`src/rtl/regfile_writeback_23rv.sv`:
```
// Writeback arbiter for the 23RV register file: two 2-deep result FIFOs,
// round-robin grant, registered write port, pending mask and forwarding.
module regfile_writeback_23rv #(
  parameter int ADDRESS_BITWIDTH = 5,
  parameter int DATA_WIDTH       = 32,
  parameter int FIFO_DEPTH       = 2
) (
  input  logic                             clk,
  input  logic                             reset_n,
  input  logic                             alu_valid,
  output logic                             alu_ready,
  input  logic [ADDRESS_BITWIDTH-1:0]      alu_rd,
  input  logic [DATA_WIDTH-1:0]            alu_data,
  input  logic                             ld_valid,
  output logic                             ld_ready,
  input  logic [ADDRESS_BITWIDTH-1:0]      ld_rd,
  input  logic [DATA_WIDTH-1:0]            ld_data,
  output logic                             we,
  output logic [ADDRESS_BITWIDTH-1:0]      rd,
  output logic [DATA_WIDTH-1:0]            wd,
  input  logic [ADDRESS_BITWIDTH-1:0]      rs1,
  input  logic [ADDRESS_BITWIDTH-1:0]      rs2,
  output logic                             fwd1_hit,
  output logic                             fwd2_hit,
  output logic [DATA_WIDTH-1:0]            fwd1_data,
  output logic [DATA_WIDTH-1:0]            fwd2_data,
  output logic [(1<<ADDRESS_BITWIDTH)-1:0] pend_mask
);
  localparam int AW = ADDRESS_BITWIDTH;
  localparam int DW = DATA_WIDTH;
  localparam logic [1:0] FULL = 2'(FIFO_DEPTH);

  typedef struct packed {
    logic [AW-1:0] rd;
    logic [DW-1:0] data;
  } ent_t;

  ent_t       mem  [2][2];
  logic       hd   [2];
  logic       tl   [2];
  logic [1:0] cnt  [2];
  ent_t       din  [2];
  logic       vld  [2];
  logic       rdy  [2];
  logic       push [2];
  logic       pop  [2];
  logic       ne0, ne1;
  logic       last_grant;
  logic       gnt_any, gnt_ld;
  ent_t       head;

  // channel 0 is the ALU, channel 1 the load unit
  assign din[0] = '{rd: alu_rd, data: alu_data};
  assign din[1] = '{rd: ld_rd, data: ld_data};
  assign vld[0] = alu_valid;
  assign vld[1] = ld_valid;

  always_comb begin
    for (int c = 0; c < 2; c++) begin
      rdy[c]  = cnt[c] != FULL;
      push[c] = vld[c] && rdy[c];
    end
  end

  assign alu_ready = rdy[0];
  assign ld_ready  = rdy[1];
  assign ne0 = cnt[0] != 2'd0;
  assign ne1 = cnt[1] != 2'd0;

  always_comb begin
    gnt_any = 1'b0;
    gnt_ld  = 1'b0;
    unique case (1'b1)
      (ne0 && ne1): begin
        gnt_any = 1'b1;
        gnt_ld  = ~last_grant;
      end
      (ne0 && !ne1): gnt_any = 1'b1;
      (!ne0 && ne1): begin
        gnt_any = 1'b1;
        gnt_ld  = 1'b1;
      end
      default: ;
    endcase
    pop[0] = gnt_any && !gnt_ld;
    pop[1] = gnt_any && gnt_ld;
    head   = gnt_ld ? mem[1][hd[1]] : mem[0][hd[0]];
  end

  always_ff @(posedge clk) begin
    if (!reset_n) begin
      for (int c = 0; c < 2; c++) begin
        hd[c]  <= 1'b0;
        tl[c]  <= 1'b0;
        cnt[c] <= 2'd0;
      end
    end else begin
      for (int c = 0; c < 2; c++) begin
        if (push[c]) begin
          mem[c][tl[c]] <= din[c];
          tl[c]         <= ~tl[c];
        end
        if (pop[c]) hd[c] <= ~hd[c];
        cnt[c] <= cnt[c] + {1'b0, push[c]}
                         - {1'b0, pop[c]};
      end
    end
  end

  // x0 results are still granted and popped, only the write is squashed
  always_ff @(posedge clk) begin
    if (!reset_n) begin
      we         <= 1'b0;
      rd         <= '0;
      wd         <= '0;
      last_grant <= 1'b0;
    end else if (gnt_any) begin
      we         <= head.rd != '0;
      rd         <= head.rd;
      wd         <= head.data;
      last_grant <= gnt_ld;
    end else begin
      we <= 1'b0;
    end
  end

  always_comb begin
    pend_mask = '0;
    for (int c = 0; c < 2; c++) begin
      for (int e = 0; e < 2; e++) begin
        if (cnt[c] == FULL ||
            (cnt[c] == 2'd1 && hd[c] == e[0]))
          pend_mask[mem[c][e].rd] = 1'b1;
      end
    end
    if (we) pend_mask[rd] = 1'b1;
    pend_mask[0] = 1'b0;
  end

  assign fwd1_hit  = we && (rd == rs1) && (rs1 != '0);
  assign fwd2_hit  = we && (rd == rs2) && (rs2 != '0);
  assign fwd1_data = wd;
  assign fwd2_data = wd;

endmodule
```
`config.mk`:
```
export PLATFORM = sky130hd
export DESIGN_NAME = regfile_writeback_23rv
export DESIGN_NICKNAME = d
export VERILOG_FILES = /design/src/rtl/regfile_writeback_23rv.sv
export SDC_FILE = /design/constraint.sdc
export NUM_CORES = 1
export LEC_CHECK = 0
export CAP_MARGIN = 20
export CORE_ASPECT_RATIO = 2
export CORE_MARGIN = 2
export CORE_UTILIZATION = 35
export DETAILED_ROUTE_END_ITERATION = 10
export PLACE_DENSITY = 0.71
export SLEW_MARGIN = 5
export SYNTH_ARGS = -nofsm -noshare
export SYNTH_HDL_FRONTEND = slang
export SYNTH_SLANG_ARGS = --single-unit
```
`constraint.sdc`:
```
create_clock -name clk -period 3.7 [get_ports clk]
set_clock_uncertainty 0.2 [all_clocks]
set_input_delay 0.925 -clock clk [delete_from_list [all_inputs] [get_ports clk]]
set_output_delay 0.925 -clock clk [all_outputs]
set_load 0.005 [all_outputs]
```
==> results by group, run 1 <==
Timing
  • Worst slew margin: 38.4%
  • Hold_ws: 0.296 ns
  • Fin. Hold Viols: 0
  • Final period util: 100%
  • Setup TNS: 0 ns
  • FMAX: 270 MHz
  • Max-slew violation count: 0
  • Slew @ Worst Pin: 0.921 ns
  • Final Setup Violations: 0
  • RSZ-0062 raised after global routing: true
  • Final WS setup: 0.000171 ns
  • Fin crit period: 3.70 ns

Final layout
  • Layout cell share with drive strength beyond 1: 13.1%
  • Nets: 1101
  • Area growth syn-to-layout: 33.3%
  • Final cell count without fillers: 1374
  • N_diodes: 0
  • Commonest non-fill, non-tap cell in the layout: clkdlybuf4s50_1
  • Post-route cell area: 12900 µm²
  • Most frequent cells in the layout: clkdlybuf4s50_1 (214), edfxtp_1 (152), mux2i_1 (74), nand2_1 (71), nand3_1 (61)
  • Util after Layout: 47.1%

Placed design
  • Dpl hpwl: 22.1 mm
  • Dpl cells: 1317
  • Placer Congestion: 0.899
  • Port Buffer Count: 224
  • Post-DP Area: 12000 µm²
  • Worst slack, placed: 0.161 ns

Floorplanning
  • Chip Height: 239 µm
  • Die width: 121 µm
  • Full die area: 29000 µm²
  • Initial core utilization: 35.3%
  • Std cell rows: 86
  • CORE AREA: 27300 µm²
  • Io pins: 226

Synthesis
  • Post-synth EDFFs: 152
  • Yosys warns: 0
  • Synth Area in Simple Gates: 14.3%
  • FF+latch count, synth: 195
  • Post-synthesis xor/xnor area fraction: 1.09%
  • Main combinational cell family by area after synthesis: simple AND/OR/NAND/NOR gates
  • Synth Area in Compound Gates: 12.0%
  • Syn Inst Count: 825
  • Synth Flop Type: edfxtp_1
  • Syn_area_per_cell: 11.7 µm²
  • Sequential-to-total area share from yosys stat: 56.2%
  • Synth cell types: 68
  • Syn nets: 917
  • Mux share of post-synthesis cell area: 7.67%
  • Async set-or-reset flop fraction in the synthesized netlist: 0%
  • Adder-Cell Fraction of Synth Area: 0.518%
  • Syn Std Cell Area: 9660 µm²

Hold path
  • Min-Delay Endpoint: last_grant$_SDFFE_PN0N_
  • Hold Crit Start: last_grant$_SDFFE_PN0N_
  • Worst hold stages: 2
  • Min-Delay Path Class: flip-flop to flip-flop

Detailed routing
  • Metal2 WL: 15.0 mm
  • Max Used Layer: met4
  • Via count: 7483
  • Routed wire length: 30.2 mm
  • Final ANT Viol Nets: 0
  • DR WL/cell: 21.9 µm
  • Vias per Instance: 5.45
  • M1 WL: 12.4 mm
  • Drc violations: 0
  • Initial drt markers: 396
  • Router iterations before antenna repair: 5
  • Routed wl met3: 1.65 mm

Power and ir drop
  • PwrDens: 662 nW/µm²
  • Clock share of power: 21.4%
  • Pleak: 4.59 nW
  • Switching Share: 34.8%
  • Maximum vdd ir drop: 0.000515 V
  • Internal Pwr Total: 5.56 mW
  • Sequential Power Share: 36.4%
  • Power Total: 8.52 mW
  • Switching pwr: 2.96 mW
  • Gate power share: 42.2%

Clock network
  • TritonCTS Sinks: 195
  • Max Root-Sink Buffers: 2
  • Clock transition at the registers of the reported paths: 0.07 ns
  • CTS Root Cell: clkbuf_16
  • Total CTS buffers: 17
  • CTS H-tree depth: 4
  • CTS tree: built
  • Hold buffers post-CTS: 0
  • Clock Latency Late Sink: 0.44 ns

Critical path
  • Worst-case reg-to-reg path depth: 10
  • WP data arrival: 2.57 ns
  • Flop-to-flop setup slack: 1.03 ns
  • Max FO, Critical Path: 6
  • Worst Path Class, Setup: flip-flop to primary output
  • Crit. End Element: primary output
  • Reg2reg start: cnt[0][1]$_SDFF_PN0_
  • Critical Path Start Type: flip-flop
  • FF-to-FF End: cnt[0][1]$_SDFF_PN0_
  • Required time of the worst setup path: 2.57 ns

Status
  • Status: completed

Global routing
  • Total grt overflow: 0
  • First-pass GRT wire length: 45.0 mm
  • Largest net degree at the start of global routing: 45
  • Antenna violations before repair: 0
  • All-Layer GR Usage: 20.8%
  • Number of global-route vias before repair: 7624

Flow run
  • # Max-Cap Violations: 0
critical path, stage by stage, from the launching register on:
cell	delay, ns
edfxtp_1	0.47
nor3b_4	0.31
buf_4	0.19
o211ai_4	0.14
buf_4	0.18
a2bb2oi_2	0.17
nand3_1	0.15
clkdlybuf4s50_1	0.53
registers in the layout (all words and copies together) (netlist names):
name,cells
tl,2
cnt,4
rd,5
we,1
mem,148
hd,2
fwd1_data,32
last_grant,1
metal layers:
metal / GRT usage, % / vias up
met5: 0 / -
met4: 9.44 / 0
met3: 3.82 / 57
met2: 35.4 / 325
met1: 25.3 / 3685
li1: - / 3416
repair_timing:
action | 4_1_cts | 5_1_grt
setup endpoints to repair | 26 | 22
pin swaps | 1 | 3
buffers inserted | 8 | 17
gates resized for setup | 23 | 20
final cells by class:
type	instances	area (µm²)
Clock buffer	21	462
Clock inverter	11	115
Fill cell	2527	14500
Inverter	15	60.1
Multi-Input combinational cell	494	3580
Sequential cell	195	5440
Tap cell	352	440
Timing Repair Buffer	286	2790
power groups by stage:
stage | sequential, mW | combinational [mW] | clock (mW)
finish | 3.11 | 3.59 | 1.82
global route | 3.15 | 3.88 | 1.93
CTS | 3.10 | 3.54 | 1.86
detailed placement | 3.14 | 3.47 | 0
global placement | 3.12 | 3.44 | 0
floorplan | 2.97 | 2.19 | 0
synth_stat cells (5+ instances only):
cell type  number  area, µm²
mux2i_1        74        741
nand2_1        72        270
and3_1          5       31.3
buf_2          15       75.1
o211ai_1        9       67.6
and2_1          7       43.8
o32a_1          6       60.1
buf_4          65        488
nor2_1         40        150
o2111a_1       37        417
nor3_1         19       95.1
o22a_1          6       52.6
nand3b_1        8       60.1
o21ai_0         6       30.0
a22oi_1        10       75.1
a21oi_1        13       65.1
nand2b_1        9       56.3
dfxtp_1        43        861
nor2b_1        13       81.3
edfxtp_1      152       4560
clkbuf_1       35        131
inv_1          13       48.8
xor2_1          6       52.6
or4_1           6       45.0
xnor2_1         6       52.6
nand4_1         5       31.3
nand3_1        61        305
o22ai_1         8       50.1
logic make-up (layout without fill, tap and decap cells):
family	Yosys count	after routing
AOI/OAI and AO/OA	133	133
xor gates and xnor gates	12	12
adders and majority gates	4	4
buffers and inverters	136	333
DFF	195	195
muxes	74	74
other	1	1
and+or+nand+nor	270	270
how the worst max path moves through the flow:
| stage | startpoint | endpoint | slack [ns] | cells after the start |
|---|---|---|---|---|
| after floorplan | ld_valid | mem[0][111]$_DFFE_PP_ | 0.46 | 2 |
| after global placement | rs2[2] | fwd2_hit | 0.15 | 6 |
| after detailed placement | rs2[2] | fwd2_hit | 0.16 | 6 |
| after CTS | hd[0][1]$_SDFFCE_PN0P_ | pend_mask[12] | -0.006 | 5 |
| after global routing | hd[0][0]$_SDFFCE_PN0P_ | pend_mask[12] | -0.07 | 6 |
| final | hd[0][1]$_SDFFCE_PN0P_ | pend_mask[24] | 0.0002 | 7 |
(Power assumes the default switching activity.)
==> inputs of run 2 (changes only) <==
--- a/config.mk
+++ b/config.mk
@@ -11,6 +11,7 @@
 export CORE_UTILIZATION = 35
 export DETAILED_ROUTE_END_ITERATION = 10
 export PLACE_DENSITY = 0.71
+export REMOVE_ABC_BUFFERS = 1
 export SLEW_MARGIN = 5
 export SYNTH_ARGS = -nofsm -noshare
 export SYNTH_HDL_FRONTEND = slang
==> run 2 against run 1 <==
Die area is the same. Flip-flop and latch count is the same. Cell count shrank 0.36%. Critical endpoint is now pend_mask[31]. Highest routed layer unchanged. Critical path type unchanged. Wire length shrank 4.1%.
==> results by group, run 2 (synthesis gave the netlist of run 1 again) <==
Placed design
  • Port Buffer Count: 224
  • Placer Congestion: 0.941
  • Dpl hpwl: 21.0 mm
  • Worst slack, placed: 0.173 ns

Critical path
  • Crit. Startpoint: hd[0][1]$_SDFFCE_PN0P_
  • Slowest stage cell, crit path: clkdlybuf4s50_1
  • Critical-path cell list: nor3b_4 > buf_4 > o211ai_4 > buf_4 > o22ai_1 > a211o_1 > clkdlybuf4s50_1
  • Worst path max stage delay: 0.51 ns
  • Critical Path Start Type: flip-flop
  • Required time of the worst setup path: 2.57 ns
  • Worst-case reg-to-reg path depth: 7
  • Reg2reg start: hd[0][1]$_SDFFCE_PN0P_
  • Crit. End Element: primary output
  • FF-to-FF End: we$_SDFF_PN0_
  • WP data arrival: 2.51 ns
  • Max FO, Critical Path: 5
  • Top cell by count, worst path: buf_4
  • Flop-to-flop setup slack: 1.23 ns
  • Worst Path Class, Setup: flip-flop to primary output
  • Last element of the critical path: pend_mask[31]

Final layout
  • Fillers: 2541
  • Sequential cell area: 5440 µm²
  • N_diodes: 0
  • Most frequent cells in the layout: clkdlybuf4s50_1 (215), edfxtp_1 (152), mux2i_1 (74), nand2_1 (71), nand3_1 (61)
  • Layout cell share with drive strength beyond 1: 12.3%
  • Util after Layout: 46.8%
  • Nets: 1096
  • Area growth syn-to-layout: 32.5%
  • Multi-input logic area: 3540 µm²
  • Commonest non-fill, non-tap cell in the layout: clkdlybuf4s50_1
  • Max reg flops: 148

Timing
  • Final period util: 98.1%
  • Fin. Hold Viols: 0
  • Final Setup Violations: 0
  • Max-slew violation count: 0
  • RSZ-0062 raised after global routing: true
  • Slew @ Worst Pin: 0.799 ns
  • FMAX: 275 MHz
  • Hold_ws: 0.291 ns
  • Worst slew margin: 46.8%
  • Final WS setup: 0.0687 ns
  • Fin crit period: 3.63 ns

Floorplanning
  • CORE AREA: 27300 µm²
  • Chip Height: 239 µm
  • Std cell rows: 86
  • Full die area: 29000 µm²
  • Io pins: 226
  • Die width: 121 µm
  • Initial core utilization: 35.3%

Power and ir drop
  • Maximum vdd ir drop: 0.000494 V
  • Pleak: 4.57 nW
  • PwrDens: 657 nW/µm²

Global routing
  • Number of global-route vias before repair: 7745
  • Antenna violations before repair: 0
  • Largest net degree at the start of global routing: 76
  • First-pass GRT wire length: 44.1 mm
  • All-Layer GR Usage: 20.0%
  • Total grt overflow: 0

Detailed routing
  • Routed wire length: 28.9 mm
  • Via count: 7493
  • Initial drt markers: 430
  • Max Used Layer: met4
  • Metal2 WL: 14.4 mm
  • Drc violations: 0
  • Routed wl met3: 2.19 mm
  • Vias per Instance: 5.47
  • DR WL/cell: 21.1 µm
  • Final ANT Viol Nets: 0
  • M1 WL: 11.4 mm
  • Router iterations before antenna repair: 5

Status
  • Status: completed

Hold path
  • Min-Delay Path Class: flip-flop to flip-flop

Clock network
  • CTS H-tree depth: 4
  • Max Root-Sink Buffers: 2
  • Hold buffers post-CTS: 0
  • CTS Root Cell: clkbuf_16
  • TritonCTS Sinks: 195
  • Clock Latency Late Sink: 0.44 ns
  • Clock transition at the registers of the reported paths: 0.07 ns
  • CTS tree: built
  • Total CTS buffers: 17

Flow run
  • # Max-Cap Violations: 0
-- run 2: worst max-delay path: cells and delay by family, from the launching register on --
family	cells	cell delay [ns]
AOI/OAI and AO/OA	3	0.42
DFF	1	0.46
and+or+nand+nor	1	0.29
buffers and inverters	3	0.89
-- run 2: final cells by class --
type	instances	area share (%)
repair buffers	281	21.4
clock inverters	14	1.16
clock buffers	18	3.35
multi-input cells	494	27.7
well taps	352	3.44
flip-flops and latches	195	42.5
inverters	15	0.469
-- run 2: repair_timing --
item / 4_1_cts / 5_1_grt
resized for setup: 10 / 25
pin swaps: 0 / 4
setup buffers: 6 / 7
hold endpoints to repair: 0 / 0
setup endpoints to repair: 19 / 24
-- run 2: how the worst min path moves through the flow --
stage | end | slack (ns) | cells after the start | start
after floorplan | last_grant$_SDFFE_PN0N_ | 0.24 | 2 | last_grant$_SDFFE_PN0N_
after global placement | last_grant$_SDFFE_PN0N_ | 0.25 | 2 | last_grant$_SDFFE_PN0N_
after detailed placement | last_grant$_SDFFE_PN0N_ | 0.28 | 2 | last_grant$_SDFFE_PN0N_
after CTS | last_grant$_SDFFE_PN0N_ | 0.29 | 2 | last_grant$_SDFFE_PN0N_
after global routing | last_grant$_SDFFE_PN0N_ | 0.33 | 2 | last_grant$_SDFFE_PN0N_
final | last_grant$_SDFFE_PN0N_ | 0.29 | 2 | last_grant$_SDFFE_PN0N_
-- run 2: through the flow --
step | area [µm²] | TNS (ns) | instances | total power, mW
2_1_floorplan | 8920 | -2.04 | 704 | 4.72
3_3_place_gp | 12000 | 0 | 1324 | 6.51
3_5_place_dp | 12000 | 0 | 1324 | 6.57
4_1_cts | 12700 | -0.0150 | 1362 | 8.44
5_1_grt | 12800 | -0.334 | 1369 | 8.87
6_report | 12800 | 0 | 1369 | 8.41
-- run 2: report_power, final --
part / switching, mW / internal, mW / leakage, nW
combinational: 1.74 / 1.81 / 2.55
clock: 0.835 / 0.949 / 0.268
sequential: 0.350 / 2.73 / 1.76
total: 2.92 / 5.49 / 4.57
-- run 2: metal layers --
layer	vias up	global-route usage [%]
li1	3404	-
met3	65	4.48
met5	-	0
met2	371	34.6
met4	0	8.25
met1	3653	23.8
